[config.mk]
export PLATFORM = sky130hd
export DESIGN_NAME = pipe_ctrl_flat
export DESIGN_NICKNAME = d
export VERILOG_FILES = /design/src/rtl/pipe_ctrl_if.sv /design/src/rtl/pipe_ctrl.sv /design/src/flat_wrapper.sv
export SDC_FILE = /design/constraint.sdc
export NUM_CORES = 1
export LEC_CHECK = 0
export CAP_MARGIN = 20
export CORE_ASPECT_RATIO = 0.6
export CORE_MARGIN = 3
export CORE_UTILIZATION = 40
export DETAILED_ROUTE_END_ITERATION = 8
export DONT_BUFFER_PORTS = 1
export GPL_TIMING_DRIVEN = 0
export PLACE_DENSITY = 0.6
export SLEW_MARGIN = 20
export SYNTH_ARGS = -nofsm -noshare
export SYNTH_HDL_FRONTEND = slang
export SYNTH_SLANG_ARGS = --single-unit
[constraint.sdc]
create_clock -name clk -period 4.1 [get_ports clk]
set_clock_uncertainty 0.1 [all_clocks]
set_input_delay 1.025 -clock clk [delete_from_list [all_inputs] [get_ports clk]]
set_output_delay 1.025 -clock clk [all_outputs]
set_load 0.05 [all_outputs]
[src/rtl/pipe_ctrl_if.sv]
// Controller <-> pipeline bundle: stall/exception requests in, stall vector, flush/redirect and debug counters out.
interface pipe_ctrl_if;
  logic        stallreq_id;
  logic        stallreq_ex;
  logic        stallreq_mem;
  logic [31:0] excepttype_i;
  logic [31:0] cp0_epc_i;
  logic [5:0]  stall;
  logic        flush;
  logic [31:0] new_pc;
  logic        stall_timeout;
  logic [31:0] stall_cycles;
  logic [15:0] flush_count;

  modport master (
    output stallreq_id, stallreq_ex, stallreq_mem, excepttype_i, cp0_epc_i,
    input  stall, flush, new_pc, stall_timeout, stall_cycles, flush_count
  );

  modport slave (
    input  stallreq_id, stallreq_ex, stallreq_mem, excepttype_i, cp0_epc_i,
    output stall, flush, new_pc, stall_timeout, stall_cycles, flush_count
  );
endinterface

[src/rtl/pipe_ctrl.sv]
// Pipeline controller: prioritised stall vector plus exception flush/redirect, zero-cycle combinational path.
// Counters/watchdog update one edge after the qualifying cycle; the cycle after a flush ignores all requests.
module pipe_ctrl #(
  parameter logic [31:0] EXC_VECTOR = 32'h0000_0020,
  parameter logic [15:0] WDOG_LIMIT = 16'd1023
) (
  input logic       clk,
  input logic       rst,
  pipe_ctrl_if.slave bus
);

  localparam logic [31:0] ERET_CODE = 32'h0000_000e;

  typedef enum logic {RUN, FLUSHED} state_t;

  state_t      r_state;
  logic [15:0] r_wdog_cnt;
  logic        r_stall_timeout;
  logic [31:0] r_stall_cycles;
  logic [15:0] r_flush_count;

  logic [5:0]  w_stall;
  logic        w_flush;
  logic [31:0] w_new_pc;
  logic        w_active;
  logic [15:0] w_wdog_next;

  // Requests arriving in FLUSHED come from stages that were just squashed.
  assign w_active = !rst && (r_state == RUN);

  always_comb begin
    w_stall  = 6'b000000;
    w_flush  = 1'b0;
    w_new_pc = 32'h0;
    if (w_active) begin
      if (bus.excepttype_i != 32'h0) begin
        w_flush  = 1'b1;
        w_new_pc = (bus.excepttype_i == ERET_CODE) ? bus.cp0_epc_i : EXC_VECTOR;
      end else if (bus.stallreq_mem) begin
        w_stall = 6'b011111;
      end else if (bus.stallreq_ex) begin
        w_stall = 6'b001111;
      end else if (bus.stallreq_id) begin
        w_stall = 6'b000111;
      end
    end
  end

  assign w_wdog_next = r_wdog_cnt + 16'd1;

  always_ff @(posedge clk) begin
    if (rst) begin
      r_state         <= RUN;
      r_wdog_cnt      <= 16'd0;
      r_stall_timeout <= 1'b0;
      r_stall_cycles  <= 32'd0;
      r_flush_count   <= 16'd0;
    end else begin
      case (r_state)
        RUN:     r_state <= w_flush ? FLUSHED : RUN;
        FLUSHED: r_state <= RUN;
        default: r_state <= RUN;
      endcase

      if (w_flush || (w_stall == 6'b000000)) begin
        r_wdog_cnt <= 16'd0;
      end else begin
        r_wdog_cnt <= w_wdog_next;
        // Flag rises on the same edge the count reaches the limit.
        if (w_wdog_next == WDOG_LIMIT) begin
          r_stall_timeout <= 1'b1;
        end
      end

      if (w_stall != 6'b000000) begin
        r_stall_cycles <= r_stall_cycles + 32'd1;
      end
      if (w_flush) begin
        r_flush_count <= r_flush_count + 16'd1;
      end
    end
  end

  assign bus.stall         = w_stall;
  assign bus.flush         = w_flush;
  assign bus.new_pc        = w_new_pc;
  assign bus.stall_timeout = r_stall_timeout;
  assign bus.stall_cycles  = r_stall_cycles;
  assign bus.flush_count   = r_flush_count;

endmodule

[src/flat_wrapper.sv]
// flat-port wrapper written by rule: the top's interface ports become plain ports
module pipe_ctrl_flat 
#(
  parameter logic [31:0] EXC_VECTOR = 32'h0000_0020,
  parameter logic [15:0] WDOG_LIMIT = 16'd1023
)
  (clk, rst, bus_stallreq_id, bus_stallreq_ex, bus_stallreq_mem, bus_excepttype_i, bus_cp0_epc_i, bus_stall, bus_flush, bus_new_pc, bus_stall_timeout, bus_stall_cycles, bus_flush_count);
  pipe_ctrl_if bus_i ();
  input logic clk;
  input logic rst;
  input wire logic [$bits(bus_i.stallreq_id)-1:0] bus_stallreq_id;
  input wire logic [$bits(bus_i.stallreq_ex)-1:0] bus_stallreq_ex;
  input wire logic [$bits(bus_i.stallreq_mem)-1:0] bus_stallreq_mem;
  input wire logic [$bits(bus_i.excepttype_i)-1:0] bus_excepttype_i;
  input wire logic [$bits(bus_i.cp0_epc_i)-1:0] bus_cp0_epc_i;
  output wire logic [$bits(bus_i.stall)-1:0] bus_stall;
  output wire logic [$bits(bus_i.flush)-1:0] bus_flush;
  output wire logic [$bits(bus_i.new_pc)-1:0] bus_new_pc;
  output wire logic [$bits(bus_i.stall_timeout)-1:0] bus_stall_timeout;
  output wire logic [$bits(bus_i.stall_cycles)-1:0] bus_stall_cycles;
  output wire logic [$bits(bus_i.flush_count)-1:0] bus_flush_count;
  assign bus_i.stallreq_id = bus_stallreq_id;
  assign bus_i.stallreq_ex = bus_stallreq_ex;
  assign bus_i.stallreq_mem = bus_stallreq_mem;
  assign bus_i.excepttype_i = bus_excepttype_i;
  assign bus_i.cp0_epc_i = bus_cp0_epc_i;
  assign bus_stall = bus_i.stall;
  assign bus_flush = bus_i.flush;
  assign bus_new_pc = bus_i.new_pc;
  assign bus_stall_timeout = bus_i.stall_timeout;
  assign bus_stall_cycles = bus_i.stall_cycles;
  assign bus_flush_count = bus_i.flush_count;
  pipe_ctrl #(.EXC_VECTOR(EXC_VECTOR), .WDOG_LIMIT(WDOG_LIMIT)) u_core (.clk(clk), .rst(rst), .bus(bus_i));
endmodule
==> impl_metrics.ini <==
[floorplanning]
die_x_um = 131
start_util_pct = 42.7
dieArea_mm2 = 0.0107
coreArea_mm2 = 0.00882
row_count = 26
io_pins = 157
die_y_um = 81.2

[sta]
max_slew_margin_pct = 34.8
hold_viol = 0
slew_violations = 0
fin_crit_ns = 4.04
fmax_ghz = 0.247
whs_ns = 0.396
grt_setup_unrepaired = yes
finalSetupViolCount = 0
final.setup.worst_slack_ns = 0.0579
fin_crit_sh_pct = 98.6
tightestPinTransition_ns = 0.965

[critical_path]
crit_chain = nor4_1 -> and4_1 -> nand4_1 -> buf_2 -> clkbuf_1 -> nor2_2
cpPeakStageDelay_ns = 0.55
start_kind = input pin
worstSetupEndpointType = primary output
worstSetupPathType = input pin to primary output
cp-startpoint = bus_excepttype_i[29]
cp.arrival_ns = 2.92
crit_slowest_cell = nor2_2
r2r-start = u_core.bus.stall_cycles[2]$_SDFFE_PP0P_
worstPathMaxFanout = 10
worstPathRequired_ns = 2.97

[final_layout]
final_nets = 554
fin_cells = 612
final-seq-area_mm2 = 0.00132
multi_input_area_mm2 = 0.00235
fillers = 848
design_area_mm2 = 0.00433
area_delta_synth_final_pct = 15.0
mostFrequentLayoutCell = dfxtp_1
diodes = 0
fin_util_pct = 49.2
layout_common_cells = 66 x dfxtp_1, 45 x nor2_1, 31 x nand2_1
drive_above_1_share_pct = 18.9

[drt]
drc = 0
drt_wl_total_um = 11700
ant_nets = 0
wl_per_cell_um = 19.1
drt_iter0_markers = 299
vias = 3764
routed_via_density = 6.15
firstDrtPassIters = 5

[yosys]
syn_nets = 542
synth_edf_count = 0
synth-xor-area-share_pct = 4.18
synth_compound_area_share_pct = 15.4
synth_warnings = 0
synth_seq_cells = 66
synthAdderAreaFrac_pct = 1.33
synth-simple-area-share_pct = 35.5
synthMuxAreaShare_pct = 3.49
synth-async-reset-ratio_pct = 0
ys_types = 44
yosysSeqAreaShare_pct = 35.1
synth_cells = 469
synth.avg_cell_area_um2 = 8.04
syn_area_mm2 = 0.00377
synth_top_family_by_area = simple AND/OR/NAND/NOR gates
synth-main-ff-cell = dfxtp_1

[clock_network]
cts_root_buffer = clkbuf_16
clock_latency_ns = 0.34
cts_made_buffers = 9
path_clk_slew_ns = 0.05
cts_sinks = 66
htreeDepth = 3
cts_buffer_depth = 2
cts_tree = yes

[power]
p_leak_nw = 1.37
power_frac_comb_pct = 3.7
internal_power_w = 0.00116
power_frac_clock_pct = 52.5
seqPwrFrac_pct = 43.9
switching_share_pct = 22.6
vdd_drop_max_v = 0.000218
p_switching_w = 0.000341
power_density_mw_per_mm2 = 347

[place]
placement.cell_area_mm2 = 0.00393
port_buffers = 0
hpwlAfterDp_um = 8860
placed_cells = 595
gp_congestion = 0.873
pre_cts_ws_ns = -0.364

[hold_path]
worstHoldStart = u_core.r_wdog_cnt[0]$_SDFF_PP0_
hold_path_class = flip-flop to flip-flop

[status]
run_status = finished, final reports clean

[grt]
grt_pass1_vias = 3324
track_usage_pct = 21.0
grt_start_max_net_pins = 19
grt_pass1_wl_um = 17800
antenna_found_initial = 0
grt-ovfl-total = 0

[flow_run]
cap_violations = 0
[kinds of logic after synthesis]
family	Yosys count
other cells	1
fa+ha+maj	4
buf+inv	46
simple gates	244
compound gates	78
flops	66
mux	12
xor+xnor	18
[timing repair]
item | 4_1_cts | 5_1_grt
setup endpoints to repair | 6 | 35
hold buffers | 0 | 0
pin swaps | 1 | 1
setup buffers | 0 | 3
resized for setup | 5 | 36
[worst max-delay path, delay by kind of cell]
family / cells / cell delay (ns)
simple gates: 4 / 1.35
buf+inv: 2 / 0.53
[per-stage QoR]
stage / TNS, ns / power [W]
after global routing: -0.137 / 0.00156
after global placement: -1.22 / 0.000725
after CTS: -0.268 / 0.00152
after floorplan: 0 / 0.000712
after detailed placement: -1.37 / 0.000726
final: 0 / 0.00151
[worst paths after layout]
path                                                   end  slack [ns]  depth (start not counted)
hold reg to reg            u_core.r_wdog_cnt[0]$_SDFF_PP0_        0.40                          1
setup reg to reg  u_core.bus.stall_cycles[25]$_SDFFE_PP0P_        0.98                          6
setup / recovery                              bus_stall[3]        0.06                          6
hold / removal             u_core.r_wdog_cnt[0]$_SDFF_PP0_        0.40                          1
[cell usage after synthesis, drive strengths merged, types with 10 or more instances]
master	number	area, um2
and2	32	200
nand2	31	116
a21oi	16	80.1
inv	16	60.1
nor3	12	65.1
nand4	21	138
nand3	25	125
dfxtp	66	1320
or4	11	88.8
o41ai	19	166
nor4	18	113
or3	10	63.8
clkbuf	24	90.1
o311ai	20	175
nor2	47	176
o31ai	11	82.6
or2	15	93.8
xnor2	10	87.6
[registers in the layout, summed over array words and instances, names as in the netlist]
| name | cells |
|---|---|
| u_core.r_wdog_cnt | 16 |
| u_core.bus.stall_cycles | 32 |
| u_core.bus.flush_count | 16 |
| u_core.bus.stall_timeout | 1 |
| u_core.r_state | 1 |
[routing by layer]
| metal | GRT usage, % | share of wire, % | wire [um] |
|---|---|---|---|
| met5 | 0 | 0 | 0 |
| met4 | 6.81 | 1.3 | 152 |
| met3 | 6.93 | 10 | 1170 |
| met2 | 31.4 | 43 | 5040 |
| met1 | 28.6 | 46 | 5320 |
[layout make-up]
type,instances,share of cell area [%]
Buffer,28,2.86
Clock buffer,14,6.09
Clock inverter,2,0.808
Inverter,16,1.47
Multi-Input combinational cell,357,54.1
Sequential cell,66,30.5
Tap cell,126,3.64
Timing Repair Buffer,3,0.520
[power by group through the flow]
stage | logic [W] | clock network [W] | registers, W
6_report | 0.0000550 | 0.000790 | 0.000660
5_1_grt | 0.0000602 | 0.000835 | 0.000660
4_1_cts | 0.0000532 | 0.000805 | 0.000660
3_5_place_dp | 0.0000524 | 0 | 0.000674
3_3_place_gp | 0.0000512 | 0 | 0.000674
2_1_floorplan | 0.0000392 | 0 | 0.000673
Note: power is estimated with default switching activity, not from simulation.
